==> config.mk <==
export PLATFORM = sky130hd
export DESIGN_NAME = sha256_msg_padder_flat
export DESIGN_NICKNAME = d
export VERILOG_FILES = /design/src/rtl/sha256_pkg.sv /design/src/rtl/sha256_msg_padder_if.sv /design/src/rtl/sha256_pad_byte_sel.sv /design/src/rtl/sha256_msg_padder.sv /design/src/flat_wrapper.sv
export SDC_FILE = /design/constraint.sdc
export NUM_CORES = 1
export LEC_CHECK = 0
export ABC_AREA = 1
export BUFFER_PORTS_ARGS = -buffer_cell sky130_fd_sc_hd__buf_4
export CAP_MARGIN = 0
export CORE_AREA = 2 2 72 125
export DETAILED_ROUTE_END_ITERATION = 16
export DIE_AREA = 0 0 74 127
export PLACE_DENSITY = 0.64
export SETUP_SLACK_MARGIN = 0.15
export SLEW_MARGIN = 40
export SYNTH_ARGS = -nofsm -noshare
export SYNTH_HDL_FRONTEND = slang
export SYNTH_SLANG_ARGS = --single-unit
==> constraint.sdc <==
create_clock -name clk -period 2.87 [get_ports clk]
set_input_delay 0.574 -clock clk [delete_from_list [all_inputs] [get_ports clk]]
set_output_delay 0.574 -clock clk [all_outputs]
set_load 0.01 [all_outputs]
==> src/rtl/sha256_pkg.sv <==
// Shared constants and the padder state encoding for the SHA-256 front end.
package sha256_pkg;

    localparam int SHA_BLOCK_BYTES     = 64;
    localparam int SHA_WORDS_PER_BLOCK = 16;
    localparam int SHA_LEN_FIELD_BYTES = 8;
    localparam logic [7:0] SHA_PAD_BYTE = 8'h80;

    typedef enum logic [1:0] {
        IDLE,
        FETCH,
        EMIT,
        DONE
    } pad_state_e;

endpackage

==> src/rtl/sha256_msg_padder_if.sv <==
// Schedule-word stream from the padder to the compression core.
interface sha256_msg_padder_if;

    logic [31:0] pad__w__data;
    logic        pad__w__valid;
    logic        w__pad__ready;
    logic [3:0]  pad__w__index;
    logic        pad__w__block_last;

    modport master (
        output pad__w__data, pad__w__valid, pad__w__index, pad__w__block_last,
        input  w__pad__ready
    );

    modport slave (
        input  pad__w__data, pad__w__valid, pad__w__index, pad__w__block_last,
        output w__pad__ready
    );

endinterface

==> src/rtl/sha256_pad_byte_sel.sv <==
// Chooses the padded-stream byte at position byte_idx: message byte, 0x80 marker,
// zero fill, or one byte of the big-endian 64-bit bit length.
module sha256_pad_byte_sel
    import sha256_pkg::*;
#(
    parameter int LW = 8,
    parameter int TW = 8
) (
    input  logic [TW-1:0] byte_idx,
    input  logic [LW-1:0] msg_len,
    input  logic [TW-1:0] total_len,
    input  logic [7:0]    mem_byte,
    output logic [7:0]    pad_byte
);

    logic [63:0]   bit_len;
    logic [TW-1:0] len_ext;
    logic [TW-1:0] len_start;
    logic [2:0]    k;

    always_comb begin
        bit_len   = 64'(msg_len) << 3;
        len_ext   = TW'(msg_len);
        len_start = total_len - TW'(SHA_LEN_FIELD_BYTES);
        k         = 3'(byte_idx - len_start);
        if (byte_idx < len_ext) begin
            pad_byte = mem_byte;
        end else if (byte_idx == len_ext) begin
            pad_byte = SHA_PAD_BYTE;
        end else if (byte_idx < len_start) begin
            pad_byte = 8'h00;
        end else begin
            // k = 0 selects the most significant byte of the length field
            pad_byte = 8'(bit_len >> {3'd7 - k, 3'b000});
        end
    end

endmodule

==> src/rtl/sha256_msg_padder.sv <==
// SHA-256 message padder: reads message bytes from SRAM and streams padded
// 32-bit big-endian schedule words, block by block, over a valid/ready port.
module sha256_msg_padder
    import sha256_pkg::*;
#(
    parameter int MAX_MESSAGE_LENGTH = 119,
    parameter int SYMBOL_WIDTH       = 8,
    localparam int LW = $clog2(MAX_MESSAGE_LENGTH) + 1,
    localparam int AW = $clog2(MAX_MESSAGE_LENGTH)
) (
    input  logic                    clk,
    input  logic                    reset,
    input  logic                    xxx__dut__go,
    input  logic [LW-1:0]           xxx__dut__msg_length,
    output logic                    dut__xxx__finish,
    output logic                    dut__xxx__busy,
    output logic [AW-1:0]           dut__msg__address,
    output logic                    dut__msg__enable,
    output logic                    dut__msg__write,
    input  logic [SYMBOL_WIDTH-1:0] msg__dut__data,
    sha256_msg_padder_if.master     w_if
);

    localparam int MAX_BLOCKS = (MAX_MESSAGE_LENGTH + SHA_LEN_FIELD_BYTES) / SHA_BLOCK_BYTES + 1;
    localparam int MAX_T      = MAX_BLOCKS * SHA_BLOCK_BYTES;
    localparam int TW         = $clog2(MAX_T) + 1;

    generate
        if (SYMBOL_WIDTH != 8) begin : g_bad_symbol_width
            $error("sha256_msg_padder supports SYMBOL_WIDTH = 8 only");
        end
    endgenerate

    pad_state_e    state_q, state_d;
    logic [LW-1:0] l_q;
    logic [TW-1:0] t_q;
    logic [2:0]    phase_q;
    logic [3:0]    index_q;
    logic [31:0]   word_q;
    logic [TW-1:0] byte_idx_p0;
    logic [TW-1:0] byte_idx_p1;
    logic          vld_p1;

    logic [LW-1:0] l_clip;
    logic [31:0]   l_plus8;
    logic [TW-1:0] t_go;
    logic          issue;
    logic [7:0]    pad_byte;

    always_comb begin
        l_clip  = (xxx__dut__msg_length > LW'(MAX_MESSAGE_LENGTH)) ? LW'(MAX_MESSAGE_LENGTH)
                                                                   : xxx__dut__msg_length;
        l_plus8 = 32'(l_clip) + 32'(SHA_LEN_FIELD_BYTES);
        t_go    = TW'(((l_plus8 >> 6) << 6) + 32'(SHA_BLOCK_BYTES));
        issue   = (state_q == FETCH) && !phase_q[2];
    end

    sha256_pad_byte_sel #(.LW(LW), .TW(TW)) u_byte_sel (
        .byte_idx  (byte_idx_p1),
        .msg_len   (l_q),
        .total_len (t_q),
        .mem_byte  (msg__dut__data),
        .pad_byte  (pad_byte)
    );

    always_ff @(posedge clk or negedge reset) begin
        if (!reset) begin
            state_q     <= IDLE;
            l_q         <= '0;
            t_q         <= '0;
            phase_q     <= '0;
            index_q     <= '0;
            word_q      <= '0;
            byte_idx_p0 <= '0;
            byte_idx_p1 <= '0;
            vld_p1      <= 1'b0;
        end else begin
            state_q <= state_d;
            unique case (state_q)
                IDLE: begin
                    if (xxx__dut__go) begin
                        l_q         <= l_clip;
                        t_q         <= t_go;
                        phase_q     <= '0;
                        index_q     <= '0;
                        byte_idx_p0 <= '0;
                        vld_p1      <= 1'b0;
                    end
                end
                FETCH: begin
                    // p0: issue byte (read when it is a message byte); p1: its value lands
                    if (issue) byte_idx_p0 <= byte_idx_p0 + TW'(1);
                    phase_q     <= phase_q + 3'd1;
                    byte_idx_p1 <= byte_idx_p0;
                    vld_p1      <= issue;
                    if (vld_p1) word_q <= {word_q[23:0], pad_byte};
                end
                EMIT: begin
                    if (w_if.w__pad__ready) begin
                        phase_q <= '0;
                        index_q <= index_q + 4'd1;
                    end
                end
                default: ;
            endcase
        end
    end

    always_comb begin
        state_d                 = state_q;
        dut__xxx__finish        = 1'b0;
        dut__xxx__busy          = (state_q != IDLE);
        dut__msg__enable        = issue && (byte_idx_p0 < TW'(l_q));
        dut__msg__address       = '0;
        dut__msg__write         = 1'b0;
        w_if.pad__w__valid      = 1'b0;
        w_if.pad__w__block_last = 1'b0;
        w_if.pad__w__data       = word_q;
        w_if.pad__w__index      = index_q;
        if (dut__msg__enable) dut__msg__address = AW'(byte_idx_p0);
        unique case (state_q)
            IDLE:  if (xxx__dut__go) state_d = FETCH;
            FETCH: if (phase_q == 3'd4) state_d = EMIT;
            EMIT: begin
                w_if.pad__w__valid = 1'b1;
                // issue counter reaches T only once the final word of the final block is built
                w_if.pad__w__block_last = (byte_idx_p0 == t_q);
                if (w_if.w__pad__ready) state_d = (byte_idx_p0 == t_q) ? DONE : FETCH;
            end
            DONE: begin
                dut__xxx__finish = 1'b1;
                state_d          = IDLE;
            end
            default: state_d = IDLE;
        endcase
    end

endmodule

==> src/flat_wrapper.sv <==
// flat-port wrapper written by rule: the top's interface ports become plain ports
module sha256_msg_padder_flat import sha256_pkg::*;
#(
    parameter int MAX_MESSAGE_LENGTH = 119,
    parameter int SYMBOL_WIDTH       = 8,
    localparam int LW = $clog2(MAX_MESSAGE_LENGTH) + 1,
    localparam int AW = $clog2(MAX_MESSAGE_LENGTH)
)
  (clk, reset, xxx__dut__go, xxx__dut__msg_length, dut__xxx__finish, dut__xxx__busy, dut__msg__address, dut__msg__enable, dut__msg__write, msg__dut__data, w_if_pad__w__data, w_if_pad__w__valid, w_if_pad__w__index, w_if_pad__w__block_last, w_if_w__pad__ready);
  sha256_msg_padder_if w_if_i ();
  input  logic clk;
  input  logic reset;
  input  logic xxx__dut__go;
  input  logic [LW-1:0] xxx__dut__msg_length;
  output logic dut__xxx__finish;
  output logic dut__xxx__busy;
  output logic [AW-1:0] dut__msg__address;
  output logic dut__msg__enable;
  output logic dut__msg__write;
  input  logic [SYMBOL_WIDTH-1:0] msg__dut__data;
  output wire logic [$bits(w_if_i.pad__w__data)-1:0] w_if_pad__w__data;
  output wire logic [$bits(w_if_i.pad__w__valid)-1:0] w_if_pad__w__valid;
  output wire logic [$bits(w_if_i.pad__w__index)-1:0] w_if_pad__w__index;
  output wire logic [$bits(w_if_i.pad__w__block_last)-1:0] w_if_pad__w__block_last;
  input wire logic [$bits(w_if_i.w__pad__ready)-1:0] w_if_w__pad__ready;
  assign w_if_pad__w__data = w_if_i.pad__w__data;
  assign w_if_pad__w__valid = w_if_i.pad__w__valid;
  assign w_if_pad__w__index = w_if_i.pad__w__index;
  assign w_if_pad__w__block_last = w_if_i.pad__w__block_last;
  assign w_if_i.w__pad__ready = w_if_w__pad__ready;
  sha256_msg_padder #(.MAX_MESSAGE_LENGTH(MAX_MESSAGE_LENGTH), .SYMBOL_WIDTH(SYMBOL_WIDTH)) u_core (.clk(clk), .reset(reset), .xxx__dut__go(xxx__dut__go), .xxx__dut__msg_length(xxx__dut__msg_length), .dut__xxx__finish(dut__xxx__finish), .dut__xxx__busy(dut__xxx__busy), .dut__msg__address(dut__msg__address), .dut__msg__enable(dut__msg__enable), .dut__msg__write(dut__msg__write), .msg__dut__data(msg__dut__data), .w_if(w_if_i));
endmodule
==> summary by stage, run 1 <==
Timing
Setup repair after global routing left no endpoint under its margin. The number of slew-limit violations in the final report is 0. The final-layout setup total negative slack is 0 ns. The final period demand of the worst path is 2.478 ns. The final period utilization is a little under nine tenths. The hold violation total from the final report is 0. At the pin with the least slew margin, the transition time is 0.6260 ns. Setup violations remaining at the end of the flow were counted as 0. The worst clock skew on the final layout is 0.006722 ns.

The worst pin sits at a relative slew slack of between 50 and 60%. Static timing analysis puts the maximum clock frequency at just over 400 MHz.

Synth
The mean instance size in the synthesized netlist is a little over 8 um2. The net count of the mapped netlist is 497. In this run the cell area of the synthesized design comes to between 3000 and 4000 um2. After synthesis, flip-flops and latches occupy between 40% and 50% of the total area. After technology mapping, the gate count stands at approximately 450. After synthesis, the netlist uses 30 different library cells. The flip-flop and latch count after synthesis is 68.

During synthesis, Yosys emitted a total of 0 warnings.

Global routing
The initial antenna violation count came to 0. Global routing consumed, over all layers together, between 15 and 20% of the routing resources. The total congestion overflow after global routing is 0.

In the global route stage, met2 resource usage came out at between 30% and 40%. Entering global routing, the biggest net connects between 60 and 70 pins. The via count of the first global-routing pass was ~3100. The first-pass GRT wire length is around 14000 um. In this run the most used layer during global routing was met2. The met3 usage is 3.864%. For met1 alone, demand over resource in global routing was 22.83%.

Cells and area
The area of the multi-input gates is around 1700 um2. 0 antenna diodes ended up in the layout. In the layout the commonest cells are 131 x sky130_fd_sc_hd__nand2_1, 68 x sky130_fd_sc_hd__buf_4, 68 x sky130_fd_sc_hd__dfrtp_1, 58 x sky130_fd_sc_hd__inv_1, 33 x sky130_fd_sc_hd__nand3_1. The area growth from synthesis to layout is 23.32%. The post-route netlist has 19.35% of its cells at a drive strength greater than 1. After the last flow step, the layout net total stands at 565. The number of filler instances in the final layout is between 800 and 900.

Leaving out fill and tap cells, the most frequent cell in the layout is sky130_fd_sc_hd__nand2_1. The finished layout holds between 600 and 700 standard cells, fillers aside. Registers take ~1700 um2.

Floorplanning
The core area is between 8000 and 9000 um2. The die outline width is between 70 and 80 um. The height of the die is ~130 um. The starting utilization of the core area is around 44%. The die covers about 9400 um2. The site row count is 44. The I/O pin total is 69.

Critical path
Counting both buffers and inverters, the worst setup path holds a total of 1. The critical path in this run is classified as reg -> out. The master of the slowest instance on the critical path is sky130_fd_sc_hd__dfrtp_1.

The critical path data required time is about 2.3 ns. The largest fanout on the critical path is 8. The kind of cell adding the most delay to the critical path is flip-flops.

The critical path arrival is between 1.5 and 2 ns. The largest stage delay on the critical path is about 0.43 ns. The worst setup path is captured at a primary output. The type of origin of the critical path is a flop. Walking the worst path, the cells encountered are ha_1, a21oi_1, o21a_1, nand3_1, nor2_1, buf_4.

Power
The total leakage power is 0.002335 uW. VDD sags by at most 0.4727 mV. For this design the ratio of total power to cell area is around 970 nW/um2.

Worst hold path
The path type of the worst min-delay path is in -> async.

Routing
Dividing the detail-routed wire length by the instance count gives between 10 and 15 um. The first detailed-routing pass took 4 iterations. The ratio of routed vias to standard cells is between 4 and 5. The total length of routed wires is approximately 8500 um. The iteration-0 DRC count of the detailed router is roughly 150. The remaining number of nets flagged by the antenna check after routing is 0. The count of unresolved DRC violations after routing is 0. The vias after detailed routing is about 3100.

CTS
The count of clock tree sinks is 68. The number of buffers added for setup after CTS is 0. The number of gates resized after cts is 0. The number of buffers added to fix hold violations after cts is 0.

TritonCTS built the clock tree. The maximum count of clock buffers along a single path is 2. The clock insertion delay at the later pin of the skew report is 0.33 ns. The clock-pin slew on the worst setup and hold paths is around 0.050 ns. In this run the number of H-tree levels came out at 3. The CTS buffer count is 9.

CTS placed an instance of sky130_fd_sc_hd__clkbuf_16 at the clock tree root.

Placed design
The last weighted congestion value of the routability-driven placer is 0.9379. The total of buffers placed on input and output ports is 67. After detailed placement, the design holds a cell count of 626. Detailed placement ended at an HPWL of 6456 um.

Flow run
The max-cap violation count is 0.

Run status
The run finished with clean final reports.
## report_power, final
part	internal [uW]	leakage (uW)	switching [uW]	total (uW)
sequential	1310	0.000870	258	1570
combinational	726	0.00133	1110	1830
clock	606	0.000131	373	979
total	2640	0.00234	1740	4380
## cell type report
cell class / count / area share [%]
inverters: 62 / 5.253
flip-flops and latches: 68 / 37.60
multi-input cells: 312 / 36.60
repair buffers: 69 / 11.53
clock inverters: 2 / 0.2212
well taps: 115 / 3.179
clock buffers: 14 / 5.612
## through the flow
step	utilization [%]	hold WS [ns]	cell area, um2	worst slack (ns)	power [uW]
4_1_cts	54.44	0.2671	4526	0.3779	4437
3_5_place_dp	51.26	0.4646	4262	0.7529	3440
6_report	54.44	0.2319	4526	0.3917	4381
3_3_place_gp	51.22	0.4569	4258	0.7792	3387
5_1_grt	54.44	0.2936	4526	0.1979	4762
2_1_floorplan	-	0.2784	3670	0.9563	2704
## registers in the layout, summed over array words and instances (netlist names)
register                   flops
u_core.t_q                     2
u_core.state_q                 2
u_core.w_if.pad__w__data      32
u_core.phase_q                 3
u_core.byte_idx_p0             8
u_core.vld_p1                  1
u_core.byte_idx_p1             8
u_core.l_q                     8
u_core.w_if.pad__w__index      4
## cell usage after synthesis
cell / number / area share (%)
sky130_fd_sc_hd__nand2_1: 131 / 13
sky130_fd_sc_hd__dfrtp_1: 68 / 46
sky130_fd_sc_hd__inv_1: 58 / 5.9
sky130_fd_sc_hd__nand3_1: 33 / 4.5
sky130_fd_sc_hd__nor2_1: 28 / 2.9
sky130_fd_sc_hd__o21ai_0: 28 / 3.8
sky130_fd_sc_hd__ha_1: 23 / 7.8
sky130_fd_sc_hd__o21ai_1: 13 / 1.8
sky130_fd_sc_hd__a21oi_1: 10 / 1.4
sky130_fd_sc_hd__buf_2: 8 / 1.1
sky130_fd_sc_hd__nand3b_1: 7 / 1.4
sky130_fd_sc_hd__nand2_2: 5 / 0.85
sky130_fd_sc_hd__nand4_1: 5 / 0.85
sky130_fd_sc_hd__nor3_1: 5 / 0.68
sky130_fd_sc_hd__a22oi_1: 4 / 0.82
sky130_fd_sc_hd__nor2_4: 4 / 1.2
sky130_fd_sc_hd__xor2_1: 4 / 0.95
sky130_fd_sc_hd__inv_2: 3 / 0.31
sky130_fd_sc_hd__nor2_2: 3 / 0.51
sky130_fd_sc_hd__o21ai_2: 3 / 0.72
sky130_fd_sc_hd__buf_6: 2 / 0.61
sky130_fd_sc_hd__a21o_1: 1 / 0.20
sky130_fd_sc_hd__buf_4: 1 / 0.20
sky130_fd_sc_hd__clkbuf_1: 1 / 0.10
sky130_fd_sc_hd__conb_1: 1 / 0.10
sky130_fd_sc_hd__inv_6: 1 / 0.24
sky130_fd_sc_hd__nor2_8: 1 / 0.55
sky130_fd_sc_hd__nor3_2: 1 / 0.27
sky130_fd_sc_hd__o21a_1: 1 / 0.20
sky130_fd_sc_hd__o31ai_1: 1 / 0.20
## routing by layer
layer / up-vias / share of wire, %
met5: - / 0
met3: 15 / 4.8
met1: 1429 / 39
met4: 0 / 2.2
met2: 87 / 54
li1: 1583 / -
## cell families after synthesis
group           Yosys count  synth area share (%)
fa+ha+maj                23                 7.842
xor+xnor                  4                0.9546
buf+inv                  74                 8.490
flops                    68                 46.37
other cells               1                0.1022
compound gates           61                 9.104
simple gates            223                 27.14
## worst paths after layout
path,slack [ns],to,from,cells after the start
setup / recovery,0.39,dut__msg__address[6],u_core.byte_idx_p0[5],6
hold / removal,0.23,u_core.w_if.pad__w__data[22],reset,1
setup reg to reg,1.01,u_core.w_if.pad__w__data[24],u_core.state_q[1],8
hold reg to reg,0.48,u_core.w_if.pad__w__data[31],u_core.w_if.pad__w__data[31],2
max in group asynchronous,2.19,u_core.byte_idx_p1[1],reset,1
min in group clk,0.48,u_core.w_if.pad__w__data[31],u_core.w_if.pad__w__data[31],2
(Power assumes the default switching activity.)
==> run 2, diff against run 1 <==
PLACE_DENSITY = 0.65   (was 0.64)
==> run 2 against run 1 <==
Effect of this change: combinational power about the same; die area unchanged; via count increased by 0.48%; clock skew fell by 0.0010 ns; design area increased by 0.14%; setup slack gained 0.012 ns; routed wire length up 0.50%; non-clock buffer count is the same; critical path type unchanged; critical endpoint is now dut__msg__address[1]; largest power group unchanged.
==> summary by stage, run 2 (same netlist as run 1, synthesis figures left out) <==
Run status
The flow ran to the end, and the final reports show no timing, DRC or antenna violations.

CTS
The CTS buffer count is 9 (unchanged). The clock-pin slew on the worst setup and hold paths came to 0.05 ns (about the same). The number of buffers added to fix hold violations after cts is 0 (unchanged).

The number of buffers added for setup after CTS came to 0 (unchanged). The maximum count of clock buffers along a single path came to 2 (unchanged). The clock insertion delay at the later pin of the skew report is 0.32 ns (about the same).

The H-tree depth was 3 (unchanged). The count of clock tree sinks is 68 (unchanged). The number of gates resized after cts is 0 (unchanged).

The tree is rooted in a sky130_fd_sc_hd__clkbuf_16. The clock tree from TritonCTS is built.

Cells and area
Compared with the post-synthesis result, the final layout area differs by 23.49%. The ratio of cells with drive above 1 in the final layout is 19.58% (+0.23 points). The layout net count came to 565 (unchanged). The utilization after layout is 54.52% (+0.075 points). The most frequent standard cell in the layout excluding fill and tap cells is sky130_fd_sc_hd__nand2_1. The number of antenna cells inserted is 0 (unchanged). The library cells used most frequently in the layout, excluding fill and tap cells, are 131 x sky130_fd_sc_hd__nand2_1, 68 x sky130_fd_sc_hd__buf_4, 68 x sky130_fd_sc_hd__dfrtp_1, 58 x sky130_fd_sc_hd__inv_1, 33 x sky130_fd_sc_hd__nand3_1. The number of flip-flops under the largest register name came to 32 (unchanged).

Critical path
Walking the worst path, the cells encountered are inv_1, ha_1, o21ai_0, nand2_1, nand3_1, nand2_1, nand2_1, nand3_1, nor2_1, buf_4. The worst setup path is launched from a flop. The largest fanout on the critical path came to 8 (unchanged).

The internal reg-to-reg setup slack came to 1.00 ns (about the same). The master of the slowest instance on the critical path is sky130_fd_sc_hd__dfrtp_1. The most numerous cell type found on the critical path is sky130_fd_sc_hd__nand2_1. The kind of cell adding the most delay to the critical path is simple AND/OR/NAND/NOR gates.

The critical path data required time was 2.30 ns (about the same). The largest stage delay on the critical path is 0.37 ns (-0.06 ns). The critical path arrival came to 1.89 ns (about the same). The kind of capture point of the worst setup path is a primary output.

The worst setup path is of the reg -> out kind. The number of buffers and inverters on the critical path came to 2 (+1).

Routing
The ratio of routed vias to standard cells is 4.881 (+0.64%). The detailed-router iteration count before antenna repair is 4 (unchanged). The iteration-0 DRC count of the detailed router came to 142 (-4.1%). The remaining number of nets flagged by the antenna check after routing was 0 (unchanged). The vias after detailed routing is 3129 (+0.48%). The average wire length per cell after detail routing is 13.38 um (+0.66%).

The total length of routed wires is 8579 um (+0.50%). The count of unresolved DRC violations after routing is 0 (unchanged).

Floorplanning
The overall die area is 9398 um2 (unchanged). The die outline width is 74 um (unchanged). The site row count is 44 (unchanged). The core area is 8313 um2 (unchanged). The I/O pin total is 69 (unchanged). The height of the die was 127 um (unchanged). The starting utilization of the core area was 44.15% (unchanged).

Timing
The worst slew margin relative to its limit is 58.97% (+0.70 points). The slew at the pin closest to its max-slew limit is 0.6155 ns (-0.01048 ns). The hold violation total from the final report is 0 (unchanged).

The final period utilization is 85.92% (-0.43 points). The number of slew-limit violations in the final report is 0 (unchanged). The worst clock skew on the final layout is 0.005689 ns (-0.001033 ns). The fmax was 405.5 MHz (+0.51%).

The total of endpoints with negative setup slack in the final report is 0 (unchanged). The final period demand of the worst path was 2.466 ns (-0.01247 ns). Setup repair after global routing left no endpoint under its margin. The final-layout setup total negative slack came to 0 ns (unchanged).

Global routing
The first-pass GRT wire length was 14120 um (-1.5%). The total routing usage reported by global routing was 19.52% (-0.20 points). The total congestion overflow after global routing is 0 (unchanged). The pin count of the biggest net entering global routing came to 69 (unchanged). The via count of the first global-routing pass is 3035 (-0.49%). The initial antenna violation count came to 0 (unchanged).

Power
The peak supply drop is 0.6165 mV (+30%). The total leakage power is 0.002340 uW (+0.21%). The power density over the cells was 969.5 nW/um2 (+0.14%).

Worst hold path
The path type of the worst min-delay path is in -> async.

Placed design
The last weighted congestion value of the routability-driven placer was 0.9188 (-2.0%). The total half-perimeter wirelength after legalization and detailed placement is 6451 um (about the same). The total of buffers placed on input and output ports came to 67 (unchanged).

Flow run
The max-cap violation count is 0 (unchanged).
## run 2: changes by cell type in the layout (fill, tap and decap cells not counted)
cell	previous run	this run
sky130_fd_sc_hd__clkbuf_1	4	2
sky130_fd_sc_hd__clkbuf_8	1	2
## run 2: path summary, 6_finish.rpt
kind                                                endpoint                          from  cells past startpoint
worst max-delay path                    dut__msg__address[1]                 u_core.l_q[1]                     10
worst min-delay path            u_core.w_if.pad__w__data[14]                         reset                      1
worst max register to register  u_core.w_if.pad__w__data[26]             u_core.state_q[1]                      8
worst min register to register  u_core.w_if.pad__w__data[31]  u_core.w_if.pad__w__data[31]                      2
max in group asynchronous              u_core.byte_idx_p1[0]                         reset                      1
min in group clk                               u_core.l_q[3]       xxx__dut__msg_length[3]                      3
## run 2: per-layer routing
layer  vias to the layer above  track usage, %  wire, um  part of all wire [%]
met5                         -               0         0                     0
met4                         0           10.48       346                   4.0
met3                        22           3.707       353                   4.1
met2                        92           33.56      4380                    51
met1                      1427           22.15      3499                    41
li1                       1588               -         -                     -
## run 2: cell type report
type / count / area (um2)
fill: 809 / 3781
sequential: 68 / 1702
multi-input combinational: 312 / 1657
timing repair buffer: 69 / 521.8
clock buffer: 13 / 260.3
inverter: 62 / 237.7
tap: 115 / 143.9
clock inverter: 2 / 10.01
## run 2: metrics by stage
stage	hold WS, ns	power (uW)	setup slack, ns	area [um2]	cells
2_1_floorplan	0.2784	2704	0.9563	3670	454
3_3_place_gp	0.4565	3389	0.7685	4258	626
3_5_place_dp	0.4675	3434	0.7327	4262	626
4_1_cts	0.2740	4452	0.3704	4532	641
5_1_grt	0.2933	4768	0.1602	4532	641
6_report	0.2474	4394	0.4041	4532	641
## run 2: power breakdown
| part | internal, uW | total [uW] | switching (uW) |
|---|---|---|---|
| clock network | 623 | 991 | 367 |
| logic | 722 | 1830 | 1110 |
| registers | 1310 | 1570 | 260 |
| total | 2660 | 4390 | 1730 |
